## src/rtl/pipe_pkg.sv

```systemverilog
// pipe_pkg: definitions shared by the MIPS ID/EX pipeline register and its
// operand forwarding mux.
//   - Default DATA_W / REG_W / ALUCTR_W widths.
//   - Forward-select encodings FWD_RF / FWD_MEM / FWD_WR.
//   - Packed decoded-control bundle ctrl_t and its all-zero bubble value.
package pipe_pkg;

  localparam int DATA_W   = 32;
  localparam int REG_W    = 5;
  localparam int ALUCTR_W = 3;

  localparam logic [1:0] FWD_RF  = 2'b00;
  localparam logic [1:0] FWD_MEM = 2'b01;
  localparam logic [1:0] FWD_WR  = 2'b10;

  typedef struct packed {
    logic                RegWr;
    logic                MemWr;
    logic                MemtoReg;
    logic                ALUSrc;
    logic                RegDst;
    logic                Branch;
    logic [ALUCTR_W-1:0] ALUctr;
  } ctrl_t;

  localparam ctrl_t CTRL_BUBBLE = '0;

endpackage

```

## src/rtl/fwd_operand_mux.sv

```systemverilog
// fwd_operand_mux: chooses one ID-stage operand from the register file, the
// Mem-stage result or the Wr-stage result.
// Ports:
//   sel      in  2       forward select (00 regfile, 01 Mem, 10 Wr, 11 regfile)
//   rf_data  in  DATA_W  register-file read data
//   mem_data in  DATA_W  Mem-stage ALU result
//   wr_data  in  DATA_W  Wr-stage writeback data
//   y        out DATA_W  selected operand
module fwd_operand_mux
  import pipe_pkg::*;
#(
  parameter int DATA_W = pipe_pkg::DATA_W
) (
  input  logic [1:0]        sel,
  input  logic [DATA_W-1:0] rf_data,
  input  logic [DATA_W-1:0] mem_data,
  input  logic [DATA_W-1:0] wr_data,
  output logic [DATA_W-1:0] y
);

  // 11 is unused and falls back to the register file.
  always_comb begin
    case (sel)
      FWD_MEM: y = mem_data;
      FWD_WR:  y = wr_data;
      default: y = rf_data;
    endcase
  end

endmodule

```

## src/rtl/id_ex_stage.sv

```systemverilog
// id_ex_stage: ID/EX pipeline register of the 5-stage MIPS pipeline.
// Resolves rs/rt operands through the forwarding muxes at capture, detects
// load-use hazards (inserting a bubble), and honours external stall/flush.
// Edge priority: rst > flush > lu_stall > stall > capture.
// Ports:
//   clk, rst                       clock, synchronous active-high reset
//   id_*                           ID-stage instruction fields, data, controls
//   ALUSrcE, ALUSrcF               forward selects for rs / rt
//   mem_fwd_data, wr_fwd_data      forwarding sources
//   stall, flush                   external hold / kill
//   lu_stall                       combinational load-use stall request
//   ex_*                           registered EX-stage fields
// Optional: define ID_EX_STATS_EN to add saturating 16-bit counters
//   bubble_cnt (load-use bubbles) and flush_cnt (flush edges).
module id_ex_stage
  import pipe_pkg::*;
#(
  parameter int DATA_W   = pipe_pkg::DATA_W,
  parameter int REG_W    = pipe_pkg::REG_W,
  parameter int ALUCTR_W = pipe_pkg::ALUCTR_W
) (
  input  logic                clk,
  input  logic                rst,
  input  logic                id_valid,
  input  logic [DATA_W-1:0]   id_pc,
  input  logic [REG_W-1:0]    id_rs,
  input  logic [REG_W-1:0]    id_rt,
  input  logic [REG_W-1:0]    id_rd,
  input  logic [DATA_W-1:0]   id_imm,
  input  logic [DATA_W-1:0]   id_rd1,
  input  logic [DATA_W-1:0]   id_rd2,
  input  logic                id_RegWr,
  input  logic                id_MemWr,
  input  logic                id_MemtoReg,
  input  logic                id_ALUSrc,
  input  logic                id_RegDst,
  input  logic                id_Branch,
  input  logic [ALUCTR_W-1:0] id_ALUctr,
  input  logic [1:0]          ALUSrcE,
  input  logic [1:0]          ALUSrcF,
  input  logic [DATA_W-1:0]   mem_fwd_data,
  input  logic [DATA_W-1:0]   wr_fwd_data,
  input  logic                stall,
  input  logic                flush,
  output logic                lu_stall,
  output logic                ex_valid,
  output logic [DATA_W-1:0]   ex_pc,
  output logic [DATA_W-1:0]   ex_imm,
  output logic [DATA_W-1:0]   ex_busA,
  output logic [DATA_W-1:0]   ex_busB,
  output logic [REG_W-1:0]    ex_rs,
  output logic [REG_W-1:0]    ex_rt,
  output logic [REG_W-1:0]    ex_rd,
  output logic                ex_RegWr,
  output logic                ex_MemWr,
  output logic                ex_MemtoReg,
  output logic                ex_ALUSrc,
  output logic                ex_RegDst,
  output logic                ex_Branch,
  output logic [ALUCTR_W-1:0] ex_ALUctr
`ifdef ID_EX_STATS_EN
  ,
  output logic [15:0]         bubble_cnt,
  output logic [15:0]         flush_cnt
`endif
);

  ctrl_t             id_ctrl;
  ctrl_t             ex_ctrl;
  logic [DATA_W-1:0] bus_a;
  logic [DATA_W-1:0] bus_b;

  assign id_ctrl = '{RegWr: id_RegWr, MemWr: id_MemWr, MemtoReg: id_MemtoReg,
                     ALUSrc: id_ALUSrc, RegDst: id_RegDst, Branch: id_Branch,
                     ALUctr: id_ALUctr};

  fwd_operand_mux #(.DATA_W(DATA_W)) u_mux_rs (
    .sel      (ALUSrcE),
    .rf_data  (id_rd1),
    .mem_data (mem_fwd_data),
    .wr_data  (wr_fwd_data),
    .y        (bus_a)
  );

  fwd_operand_mux #(.DATA_W(DATA_W)) u_mux_rt (
    .sel      (ALUSrcF),
    .rf_data  (id_rd2),
    .mem_data (mem_fwd_data),
    .wr_data  (wr_fwd_data),
    .y        (bus_b)
  );

  // A load in EX whose destination ($0 excluded) feeds the ID instruction.
  assign lu_stall = id_valid & ex_valid & ex_ctrl.MemtoReg & ex_ctrl.RegWr &
                    (ex_rt != '0) & ((ex_rt == id_rs) | (ex_rt == id_rt));

  always_ff @(posedge clk) begin
    if (rst || flush || lu_stall) begin
      ex_valid <= 1'b0;
      ex_pc    <= '0;
      ex_imm   <= '0;
      ex_busA  <= '0;
      ex_busB  <= '0;
      ex_rs    <= '0;
      ex_rt    <= '0;
      ex_rd    <= '0;
      ex_ctrl  <= CTRL_BUBBLE;
    end else if (!stall) begin
      ex_valid <= id_valid;
      ex_pc    <= id_pc;
      ex_imm   <= id_imm;
      ex_busA  <= bus_a;
      ex_busB  <= bus_b;
      ex_rs    <= id_rs;
      ex_rt    <= id_rt;
      ex_rd    <= id_rd;
      // An empty ID slot must not carry stray write enables into EX.
      ex_ctrl  <= id_valid ? id_ctrl : CTRL_BUBBLE;
    end
  end

  assign ex_RegWr    = ex_ctrl.RegWr;
  assign ex_MemWr    = ex_ctrl.MemWr;
  assign ex_MemtoReg = ex_ctrl.MemtoReg;
  assign ex_ALUSrc   = ex_ctrl.ALUSrc;
  assign ex_RegDst   = ex_ctrl.RegDst;
  assign ex_Branch   = ex_ctrl.Branch;
  assign ex_ALUctr   = ex_ctrl.ALUctr;

`ifdef ID_EX_STATS_EN
  // A flush coinciding with a load-use hazard counts only as a flush.
  always_ff @(posedge clk) begin
    if (rst) begin
      bubble_cnt <= '0;
      flush_cnt  <= '0;
    end else begin
      if (flush && flush_cnt != 16'hFFFF)
        flush_cnt <= flush_cnt + 16'd1;
      if (!flush && lu_stall && bubble_cnt != 16'hFFFF)
        bubble_cnt <= bubble_cnt + 16'd1;
    end
  end
`endif

endmodule

```

## config.mk

```make
export PLATFORM = sky130hd
export DESIGN_NAME = id_ex_stage
export DESIGN_NICKNAME = d
export VERILOG_FILES = /design/src/rtl/pipe_pkg.sv /design/src/rtl/fwd_operand_mux.sv /design/src/rtl/id_ex_stage.sv
export SDC_FILE = /design/constraint.sdc
export NUM_CORES = 1
export LEC_CHECK = 0
export ABC_AREA = 1
export CAP_MARGIN = 30
export CORE_AREA = 2 2 148 150
export DETAILED_ROUTE_END_ITERATION = 8
export DIE_AREA = 0 0 150 152
export PLACE_DENSITY_LB_ADDON = 0.1
export SKIP_CTS_REPAIR_TIMING = 1
export SYNTH_ARGS = -nofsm -noshare
export SYNTH_HDL_FRONTEND = slang
export SYNTH_SLANG_ARGS = --single-unit
```

## constraint.sdc

```tcl
create_clock -name clk -period 2.9 [get_ports clk]
set_clock_uncertainty 0.05 [all_clocks]
set_input_delay 0.435 -clock clk [delete_from_list [all_inputs] [get_ports clk]]
set_output_delay 0.435 -clock clk [all_outputs]
set_load 0.1 [all_outputs]
```

; ---- After elaboration in Yosys (flattened, before gate mapping)
; Index checks and enable logic that the tools add are counted.
[word_totals]
mem_bits_rw = 0
inputBits = 225
wordCells = 33
ff_bits = 153
out_inout_bits = 154
memories = 0
latch_bits = 0
mem_bits_ro = 0
[classes]
n_bitwise = 6
n_mul = 0
eq_ne = 6
reduce_logical = 3
muxes = 3
magnitude_cmp = 0
shift = 0
add_sub_neg = 0
div_mod_pow = 0
[op_table]
columns = cell, count
row1 = $pmux 32 s2, 2
row2 = $eq 5x5->1, 2
row3 = $mux 9, 1
row4 = $and 1x1->1, 5
row5 = $reduce_bool 5->1, 1
row6 = $eq 2x1->1 const B, 2
row7 = $eq 2x2->1 const B, 2
row8 = $logic_or 1x1->1, 2
row9 = $or 1x1->1, 1

; ---- Depth between registers and ports, before layout
[logic_depth]
word_depth = 6
depth_mapped = 11
mapped_depth_nobuf = 9

; ---- Cells and area by module
; From an unflattened synthesis, not the netlist that was laid out.
[hier_totals]
cells_unflattened = 978
area_unflattened_um2 = 7312.0
[by_module_without_submodules]
columns = module, area_per_inst_um2, seq_area_each_um2, n_inst, cells_per_inst
row1 = id_ex_stage, 5555.3, 3062.9, 1, 558
row2 = fwd_operand_mux, 878.3, 0.0, 2, 210

; ---- Least setup slack after synthesis
; OpenSTA, ideal clock, no wires.
[synth_path]
kind = register to output
from = reg ex_rt[1]
to = out lu_stall
required_time_ns = 2.415
t_arrival_ns = 2.149
path_stages_with_launch = 9
path_slack_ns = 0.266
cell_sequence = dfxtp_1 inv_1 nand2_1 nand2_1 nor2_1 nand3_1 nand2_1 nand2_1 inv_1
[synth_via]
elab_chain_cells = 3
elab_cells_between_ends = 6
[synth_lines]
columns = item, line_no
row1 = from (decl), id_ex_stage.sv:52  ; output logic [REG_W-1:0] ex_rt,
row2 = from (signal assigned), id_ex_stage.sv:115  ; ex_rt <= id_rt;
row3 = $eq 5x5->1 or $reduce_bool 5->1 (tied branches), id_ex_stage.sv:95  ; (ex_rt != '0) & ((ex_rt == id_rs) | (ex_rt == id_rt));
row4 = $or 1x1->1 or $and 1x1->1 (tied branches), "id_ex_stage.sv:95, id_ex_stage.sv:94"
row5 = $and 1x1->1 *, id_ex_stage.sv:95
row6 = to (decl), id_ex_stage.sv:45  ; output logic lu_stall,
; Mark *: on every way between the ends. The rest lies on a longest branch, timed or not.

; ---- Worst setup path after layout
[layout_path]
from = in id_rs[2]
to = out lu_stall
[layout_via]
elab_chain_cells = 3
[layout_lines]
columns = item, line_no
row1 = from (decl), id_ex_stage.sv:26  ; input logic [REG_W-1:0] id_rs,
row2 = $eq 5x5->1, id_ex_stage.sv:95
row3 = $or 1x1->1, id_ex_stage.sv:95
row4 = $and 1x1->1, id_ex_stage.sv:95
; Every way passes these cells.

==> reports/qor.csv <==
stage,metric,value,unit
power_and_ir_drop,Max IR drop VDD,0.415,mV
setup_path,largest delay contributor family on the critical path,buffers and inverters,
synthesis,"Net Count, Synth",1153,
synthesis,mux share of post-synthesis cell area,0.106,
setup_path,Arrival @ worst endpoint,1710,ps
setup_path,WP buf/inv,4,
final_layout,Final Non-Filler Cells,1564,
detailed_routing,Wirelength per Cell,16.1,um
floorplan,Die Wd,150,um
power_and_ir_drop,pwr/cell area,538,nW/um2
detailed_routing,vias per cell,4.65,
timing,Fin. Hold Viols,0,
timing,hold_ws,453,ps
setup_path,Crit Reg-Reg Startpoint,ex_rt[0],
min_path,min-delay src,ex_rs[1],
synthesis,Synth area leaders,"dfxtp_1, mux2i_1, nor2_1",
synthesis,Synth Area in XOR/XNOR,0.00254,
synthesis,Yosys cell types,20,
synthesis,cell accounting for the most synthesized area,dfxtp_1,
global_routing,first-pass GRT wire length,38300,um
detailed_routing,Routed Antenna Nets,0,
synthesis,ys async rst share,0,
floorplan,initial core utilization,0.323,
synthesis,"EDFF count, synth",0,
final_layout,fin util,0.520,
run_status,outcome,"finished, final reports clean",
clock_network,clk buf depth,2,
global_routing,GRT Util Overall,0.215,
timing,final setup TNS,0,ps
final_layout,Layout fillers,2177,
floorplan,# rows,54,
synthesis,adder-cell share of the synthesized area,0.00727,
detailed_routing,DR pass1 iterations,5,
place,I/O Buffers,378,
timing,RSZ-0062 raised after global routing,no,
global_routing,vias in the first global route,7042,
timing,max frequency,0.455,GHz
global_routing,largest net degree at the start of global routing,67,
setup_path,Crit Path Category,primary input to output pin,
detailed_routing,residual DRC count,0,
synthesis,share of the synthesized area in the top cell type,0.445,
synthesis,largest family of logic cells by synthesized area,simple AND/OR/NAND/NOR gates,
min_path,HP Class,register to register,
timing,"Period Utilization, post-route",0.757,
global_routing,initial antenna violation count,2,
place,pre-CTS WS,583,ps
setup_path,Register-to-Register Path Depth,10,
setup_path,reg2reg end,ex_busA[18],
min_path,WHS Endpoint,ex_rs[1],
synthesis,Synth Area in Simple Gates,0.226,
setup_path,CP endpoint kind,output pin,
final_layout,Layout Nets,1499,
place,DP Cell Count,1531,
timing,Final Setup Violations,0,
run,# Max-Cap Violations,0,
floorplan,number of top-level pins,379,
synthesis,most instantiated cells after synthesis,"nor2_1, dfxtp_1, nand2_1",
setup_path,crit-path cells,"clkdlybuf4s50_1, inv_1, nand2_1, nand2_1, nor2_1, nand3_1, nand2_1, nand2_1, inv_1, buf_12",
global_routing,GRT overflow,0,
synthesis,number of synthesis warnings,0,
setup_path,max incr delay on CP,490,ps
setup_path,CP max-delay cell,clkdlybuf4s50_1,
detailed_routing,via count,7267,
clock_network,clock transition at the registers of the reported paths,60,ps
timing,Rel. slew slack,0.512,
min_path,Hold Crit Depth,2,
detailed_routing,initial DRC count,244,
clock_network,Clock H-tree levels,4,
detailed_routing,final wirelength,25200,um
setup_path,Critical Path RT,2410,ps
floorplan,height of the die,152,um
synthesis,most frequent cell after synthesis,nor2_1,
synthesis,register area share after synthesis,0.445,
clock_network,worst skew pair latency,430,ps
clock_network,TritonCTS clock tree,done,
clock_network,CTS Buf Count,17,
setup_path,Worst R2R Setup Slack,1090,ps
place,gpl congestion,0.811,
timing,Max Slew Vio Count,0,
timing,setup ws final,704,ps
place,post-DP HPWL,18200,um
timing,fin crit period,2200,ps
floorplan,CORE AREA,21400,um2
synthesis,register bit total from synthesis,153,
power_and_ir_drop,Leakage Power,5.16,nW
synthesis,"Cell Area, Synth",6890,um2
setup_path,crit start category,primary input,
setup_path,"most used cell, CP",nand2_1,
floorplan,die area,22800,um2
setup_path,Max Fanout on Critical Path,2,
timing,Slew @ Worst Pin,729,ps
clock_network,CTS sink cnt,153,
final_layout,fraction of layout cells with a size suffix above 1,0.161,
synthesis,post-synthesis compound-gate area fraction,0.120,
final_layout,synthesis-to-layout area growth,61.1,%
synthesis,Synth Instances,924,
synthesis,Synth Flop Type,dfxtp_1,
synthesis,Post-Syn Area per Cell,7.45,um2
clock_network,Root Buffer,clkbuf_16,
==> through the flow <==
stage	area, um2	total power, W
floorplan	6890	0.00327
global placement	10500	0.00383
detailed placement	10500	0.00383
CTS	11100	0.00605
global route	11100	0.00625
finish	11100	0.00597
==> tightest hold or removal path, stage by stage (launching register included) <==
cell and delay [ps]:
dfxtp_1 330, a21oi_1 60, nor2_1 80
==> cell usage in the layout (no fill, tap or decap), drive strengths merged <==
cell type      netlist  layout
nand3               66      66
clkdlybuf4s50        0     223
o22ai               64      64
clkbuf              38      17
nand2              152     152
diode                0       1
nand4                2       2
a21oi                7       7
dfxtp              153     153
clkinvlp             0       3
inv                 91     100
buf                 29     171
o21ai               64      64
a22oi                9       9
xnor2                2       2
nor2               170     170
clkinv               0       3
ha                   4       4
mux2i               73      73
==> flip-flops by register name, indices dropped and copies added, names as in the netlist <==
register / count
ex_MemWr: 1
ex_busA: 32
ex_pc: 32
ex_ALUctr: 3
ex_rt: 5
ex_RegDst: 1
ex_rs: 5
ex_imm: 32
ex_rd: 5
ex_MemtoReg: 1
ex_valid: 1
ex_Branch: 1
ex_ALUSrc: 1
ex_RegWr: 1
ex_busB: 32
==> logic make-up (layout without fill, tap and decap cells) <==
logic type                 after synthesis  after routing
and+or+nand+nor                        390            390
buffers and inverters                  158            517
DFF                                    153            153
AOI/OAI and AO/OA                      144            144
muxes                                   73             73
adders and majority gates                4              4
xor gates and xnor gates                 2              2
other                                    0              1
==> per-layer routing <==
metal  part of all wire  GRT usage
met2               0.48      0.361
met5            0.00052          0
met4              0.017     0.0705
met1               0.40      0.248
met3               0.10     0.0856
==> layout make-up <==
class	count	area [um2]	area share
diodes	1	2.50	0.000226
clock buffers	17	425	0.0383
clock inverters	15	153	0.0138
inverters	91	344	0.0310
multi-input cells	613	3180	0.287
flip-flops and latches	153	3060	0.276
well taps	280	350	0.0316
repair buffers	394	3580	0.322
==> power breakdown <==
| part | internal, W | switching [W] | total, W |
|---|---|---|---|
| Combinational | 0.000556 | 0.00100 | 0.00156 |
| Clock | 0.00115 | 0.00104 | 0.00219 |
| Sequential | 0.00218 | 0.0000430 | 0.00222 |
| Total | 0.00388 | 0.00209 | 0.00597 |
==> worst max path at each step <==
stage	startpoint	to	cells after the start
2_1_floorplan	ex_rt[1]	lu_stall	8
5_1_grt	id_rs[2]	lu_stall	10
3_5_place_dp	ALUSrcE[0]	ex_busA[18]	10
3_3_place_gp	ALUSrcE[0]	ex_busA[18]	10
4_1_cts	id_rs[2]	lu_stall	10
6_report	id_rs[2]	lu_stall	10
Note: power is estimated with default switching activity, not from simulation.
